--- src/rtl/ccff_chain_loader.sv ---
// ccff_chain_loader: streams bitstream bytes MSB-first into a ccff chain, gating its clock
// and capturing the chain tail for readback.
module ccff_chain_loader #(
   parameter int CHAIN_LEN = 15,
   parameter int CNT_W     = 12
) (
   input  logic       prog_clk,
   input  logic       prog_reset,
   input  logic       start,
   input  logic [7:0] cfg_data,
   input  logic       cfg_valid,
   output logic       cfg_ready,
   output logic       ccff_head,
   output logic       ccff_shift_en,
   input  logic       ccff_tail,
   output logic       busy,
   output logic       done,
   output logic [7:0] rb_byte
);
   typedef enum logic [1:0] {IDLE, FETCH, SHIFT, DONE} state_t;
   localparam logic [CNT_W-1:0] LAST = CNT_W'(CHAIN_LEN - 1);
   state_t state, state_nx;
   logic [7:0] sreg, sreg_nx, rb_nx;
   logic [CNT_W-1:0] bit_cnt, bit_nx;
   logic [3:0] byte_cnt, byte_nx;
   always_ff @(posedge prog_clk or posedge prog_reset) begin
      if (prog_reset) begin
         state    <= IDLE;
         sreg     <= '0;
         bit_cnt  <= '0;
         byte_cnt <= '0;
         rb_byte  <= '0;
      end else begin
         state    <= state_nx;
         sreg     <= sreg_nx;
         bit_cnt  <= bit_nx;
         byte_cnt <= byte_nx;
         rb_byte  <= rb_nx;
      end
   end
   always_comb begin
      state_nx = state;
      sreg_nx  = sreg;
      bit_nx   = bit_cnt;
      byte_nx  = byte_cnt;
      rb_nx    = rb_byte;
      case (state)
         IDLE, DONE: if (start) begin
            state_nx = FETCH;
            bit_nx   = '0;
            rb_nx    = '0;
         end
         FETCH: if (cfg_valid) begin
            sreg_nx  = cfg_data;
            byte_nx  = '0;
            state_nx = SHIFT;
         end
         SHIFT: begin
            sreg_nx  = {sreg[6:0], 1'b0};
            bit_nx   = bit_cnt + 1'b1;
            byte_nx  = byte_cnt + 1'b1;
            rb_nx    = {rb_byte[6:0], ccff_tail};
            // chain end wins over byte end, so a trailing partial byte is dropped
            state_nx = (bit_cnt == LAST) ? DONE : (byte_cnt == 4'd7) ? FETCH : SHIFT;
         end
         default: state_nx = IDLE;
      endcase
   end
   assign cfg_ready     = state == FETCH;
   assign ccff_shift_en = state == SHIFT;
   assign ccff_head     = ccff_shift_en & sreg[7];
   assign busy          = cfg_ready | ccff_shift_en;
   assign done          = state == DONE;
endmodule

--- config.mk ---
export PLATFORM = sky130hd
export DESIGN_NAME = ccff_chain_loader
export DESIGN_NICKNAME = d
export VERILOG_FILES = /design/src/rtl/ccff_chain_loader.sv
export SDC_FILE = /design/constraint.sdc
export NUM_CORES = 1
export LEC_CHECK = 0
export CAP_MARGIN = 30
export CORE_AREA = 10 10 77 79
export DETAILED_ROUTE_END_ITERATION = 8
export DIE_AREA = 0 0 87 89
export SETUP_SLACK_MARGIN = 0.4
export SYNTH_ARGS = -nofsm -noshare
export SYNTH_HDL_FRONTEND = slang
export SYNTH_SLANG_ARGS = --single-unit
--- constraint.sdc ---
create_clock -name prog_clk -period 2.1 [get_ports prog_clk]
set_input_delay 0.42 -clock prog_clk [delete_from_list [all_inputs] [get_ports prog_clk]]
set_output_delay 0.42 -clock prog_clk [all_outputs]
set_load 0.02 [all_outputs]
After elaboration in Yosys (flattened, before gate mapping)

Cells that the tools add are included.

Output and inout port bits: 13
Register bits after elaboration: 34

Eq/ne operators: 7
Reductions and logical operators: 7
Bitwise logic cells: 2
Add/subtract/negate cells: 2
Mux-type cells: 13

Operators with widths:

| cell                    | number |
|---|---|
| $pmux W8 S2             | 2 |
| $pmux W12 S2            | 1 |
| $mux W8                 | 2 |
| $add A12 B1 Y12 const B | 1 |
| $eq A12 B4 Y1 const B   | 1 |
| $mux W12                | 1 |
| $mux W2                 | 4 |
| $pmux W4 S2             | 1 |
| $pmux W2 S3             | 1 |
| $reduce_and A2 Y1       | 3 |
| $add A4 B1 Y4 const B   | 1 |
| $eq A2 B2 Y1 const B    | 2 |
| $eq A4 B3 Y1 const B    | 1 |
| $mux W4                 | 1 |
| $ne A2 B2 Y1 const B    | 2 |
| $reduce_bool A2 Y1      | 2 |
| $eq A2 B1 Y1 const B    | 1 |
| $logic_not A2 Y1        | 1 |
| $reduce_or A2 Y1        | 1 |
| $and A1 B1 Y1           | 1 |
| $or A1 B1 Y1            | 1 |

Logic depth before layout (Yosys ltp)

Depth in word-level cells: 4
Mapped depth: 8
Depth with buffers taken out: 6

Worst setup path after synthesis

No wires, ideal clock.

Path type: flip-flop to output port
Start point: register state[0]
End point: output ccff_head
Buffers on the path: 2
Cell stages (with the launch flop): 6
Path slack: 0.217 ns
Arrival time: 1.463 ns
Cells stage by stage: dfrtp_1 > inv_1 > ha_1 > buf_2 > clkbuf_1 > and2_1

Word-level cells in the longest chain between the ends: 2

Ends and longest elaborated chain:

| what                   | RTL line | RTL |
|---|---|---|
| start, declared        | 22       | `state_t state, state_nx;` |
| start signal, assigned | 34       | `state <= state_nx;` |
| $eq A2 B2 Y1           | 70       | `assign ccff_shift_en = state == SHIFT;` |
| via ccff_shift_en      | 14       | `output logic ccff_shift_en,` |
| $and A1 B1 Y1          | 71       | `assign ccff_head = ccff_shift_en & sreg[7];` |
| end, declared          | 13       | `output logic ccff_head,` |

The timed path passes the listed nets, and every way through them passes these cells.

Worst setup path in the final report

Start point: register state[1]
End point: output ccff_head

Word-level cells in the longest chain between the ends: 2

Ends and longest elaborated chain:

| what          | RTL line |
|---|---|
| $eq A2 B2 Y1  | 70 |
| $and A1 B1 Y1 | 71 |

Every way passes these cells.

==> summary.md <==
| Metric | Value |
|---|---|
| Via count of the routed design | `1333` |
| First-pass GRT wire length | `6380 um` |
| Iter 0 DRT Violations | `62` |
| H-Tree Level Count | `2` |
| PortBufs | `25` |
| Die width | `87 um` |
| Initial Util | `38.1%` |
| Drt first pass iters | `4` |
| Commonest non-fill, non-tap cell in the layout | `dfrtp_1` |
| CP Max Fanout | `4` |
| Met2 Use GR | `roughly 17%` |
| Pins over their slew limit | `0` |
| Final cell count without fillers | `257` |
| Critical path arrival | `1250 ps` |
| Final hold violations | `0` |
| Mapped Area | `1730 um^2` |
| Met1 Resource Use GR | `a little under an eighth` |
| Status | `finished, final reports clean` |
| Final HPWL from detailed placement | `2610 um` |
| Synth cell types | `35` |
| Number of diodes | `0` |
| Largest net degree at the start of global routing | `35` |
| Worst Path Required | `1680 ps` |
| Most frequent cells in the layout | `33 x dfrtp_1, 19 x nand2_1, 12 x mux2i_1, 12 x nor2_1, 12 x clkdlybuf4s50_1` |
| I/O Pins | `26` |
| Sequential area share after synthesis | `49.3%` |
| Max cap viols | `0` |
| DR WL/cell | `approximately 14 um` |
| Ratio of cells with drive above 1 in the final layout | `19.7%` |
| Root Driver | `clkbuf_8` |
| # fillers | `403` |
| Post-route ant nets | `0` |
| Nets | `221` |
| Yosys warning count | `0` |
| Busiest grt layer | `met2` |
| Met3 Usage GRT | `around 3%` |
| Vias in the first global route | `1396` |
| Layout Skew | `8.27 ps` |
| Count of final setup violators | `0` |
| Normalized max-slew margin | `71.8%` |
| Peak VDD IR | `0.608 mV` |
| WS Path Type | `reg -> out` |
| Syn avg cell area | `10.3 um^2` |
| Leak | `roughly 0.0010 uW` |
| Vias per Instance | `a little over 5` |
| Syn nets | `186` |
| DIE AREA | `7740 um^2` |
| Clock-pin slew on the worst setup and hold paths | `60 ps` |
| TritonCTS clock tree | `built` |
| Pwr Total | `2460 uW` |
| GP Congestion | `between 0.8 and 0.9` |
| Final period util | `79.4%` |
| CTS max path bufs | `2` |
| HP Class | `reg -> reg` |
| Initial antenna violation count | `0` |
| Seq cells post-synth | `34` |
| Fin crit period | `roughly 1700 ps` |
| Clock latency on the worst-skew pair | `~280 ps` |
| Setup TNS | `0 ps` |
| Cts bufs inserted | `5` |
| DRT Wirelength | `roughly 3700 um` |
| Actual slew at the worst max-slew pin | `approximately 420 ps` |
| Area grow syn2layout | `29.1%` |
| Crit. End Element | `output pin` |
| Crit start category | `flop` |
| # rows | `25` |
| Sink Count | `34` |
| Die height | `89 um` |
| Power per cell area | `1100 nW/um^2` |
| Core ar. | `about 4500 um^2` |
| # hold bufs at CTS | `0` |
| DP Cell Count | `around 240` |
| Post-Syn Instances | `167` |
| FMAX | `600 MHz` |
| Total Routing Usage GR | `between 10% and 20%` |
| Fin util | `slightly below 50%` |
| GRT Residual Overflow | `0` |
| DRC violations left | `0` |
| RSZ-0062 raised after global routing | `yes` |
[path summary, 6_finish.rpt]
kind | to | start | cells past startpoint | slack, ps
hold reg to reg | sreg[7] | sreg[7] | 2 | 470
hold / removal | sreg[7] | sreg[7] | 2 | 470
setup reg to reg | state[0] | bit_cnt[0] | 6 | 440
max in group asynchronous | bit_cnt[0] | prog_reset | 3 | 1250
setup / recovery | ccff_head | state[1] | 3 | 430
min in group asynchronous | bit_cnt[11] | prog_reset | 3 | 530
[kinds of logic after synthesis]
kind of cell | count (synthesis) | share of synthesized area (%)
multiplexers | 13 | 7.61
flip-flops | 34 | 49.3
AO/OA/AOI/OAI | 34 | 13.8
AND/OR/NAND/NOR | 57 | 17.7
XOR/XNOR | 6 | 3.04
adder cells (fa/ha/maj) | 6 | 4.35
buffers and inverters | 17 | 4.27
[worst max-delay path, stage by stage, from the launching register on]
cell and delay, ps:
dfrtp_1 430, ha_4 200, and2_2 190, clkbuf_2 150
[final cells by class]
cell class                 count  area [um^2]  share of cell area [%]
multi-input combinational    116          848                    38.1
sequential                    34          852                    38.2
timing repair buffer          36          317                    14.2
clock buffer                   8          110                    4.94
inverter                       9         33.8                    1.52
tap                           54         67.6                    3.03
[state kept, by name, indices dropped and copies added (netlist names)]
register and count:
rb_byte 8, sreg 8, state 2, bit_cnt 12, byte_cnt 4
[report_power, final]
part,switching [uW],internal (uW)
logic,565,446
registers,97.2,793
clock network,226,331
[routing by layer]
metal | vias up | wire [um]
li1 | 655 | -
met1 | 651 | 1690
met2 | 23 | 1840
met3 | 4 | 131
met4 | 0 | 56
met5 | - | 0
[repair_timing]
action | 4_1_cts | 5_1_grt
pin swaps | 0 | 6
hold endpoints to repair | 0 | 0
endpoints found under the setup margin | 19 | 27
buffers inserted | 2 | 3
gates resized for setup | 21 | 17
[synthesized netlist by cell type]
master	n	share of area, %
a21oi_1	3	0.87
a22o_1	11	5.6
a2bb2oi_1	1	0.51
a31oi_1	1	0.36
a32o_1	1	0.58
a41oi_2	1	0.94
and2_1	3	1.1
and3_1	1	0.36
buf_1	1	0.22
buf_2	2	0.58
buf_6	1	0.65
clkbuf_1	4	0.87
dfrtp_1	34	49
ha_1	6	4.3
inv_1	8	1.7
inv_2	1	0.22
mux2_2	1	0.65
mux2i_1	12	7.0
nand2_1	19	4.1
nand2b_1	3	1.1
nand3_1	8	2.3
nand4_1	1	0.36
nand4_2	1	0.72
nor2_1	12	2.6
nor3_1	4	1.2
nor4_1	1	0.36
nor4_2	1	0.72
nor4_4	1	1.2
nor4b_2	1	0.87
o21ai_0	4	1.2
o21ai_1	10	2.9
o22ai_1	1	0.36
o32ai_1	1	0.51
or4_4	1	0.65
xnor2_1	6	3.0
[stage by stage]
stage          hold WS [ps]  setup WS [ps]  area [um^2]
4_1_cts                 484            269         2180
5_1_grt                 513            373         2230
3_3_place_gp            462            260         2060
6_report                474            432         2230
2_1_floorplan           447            416         1730
3_5_place_dp            469            181         2060
(Power assumes the default switching activity.)
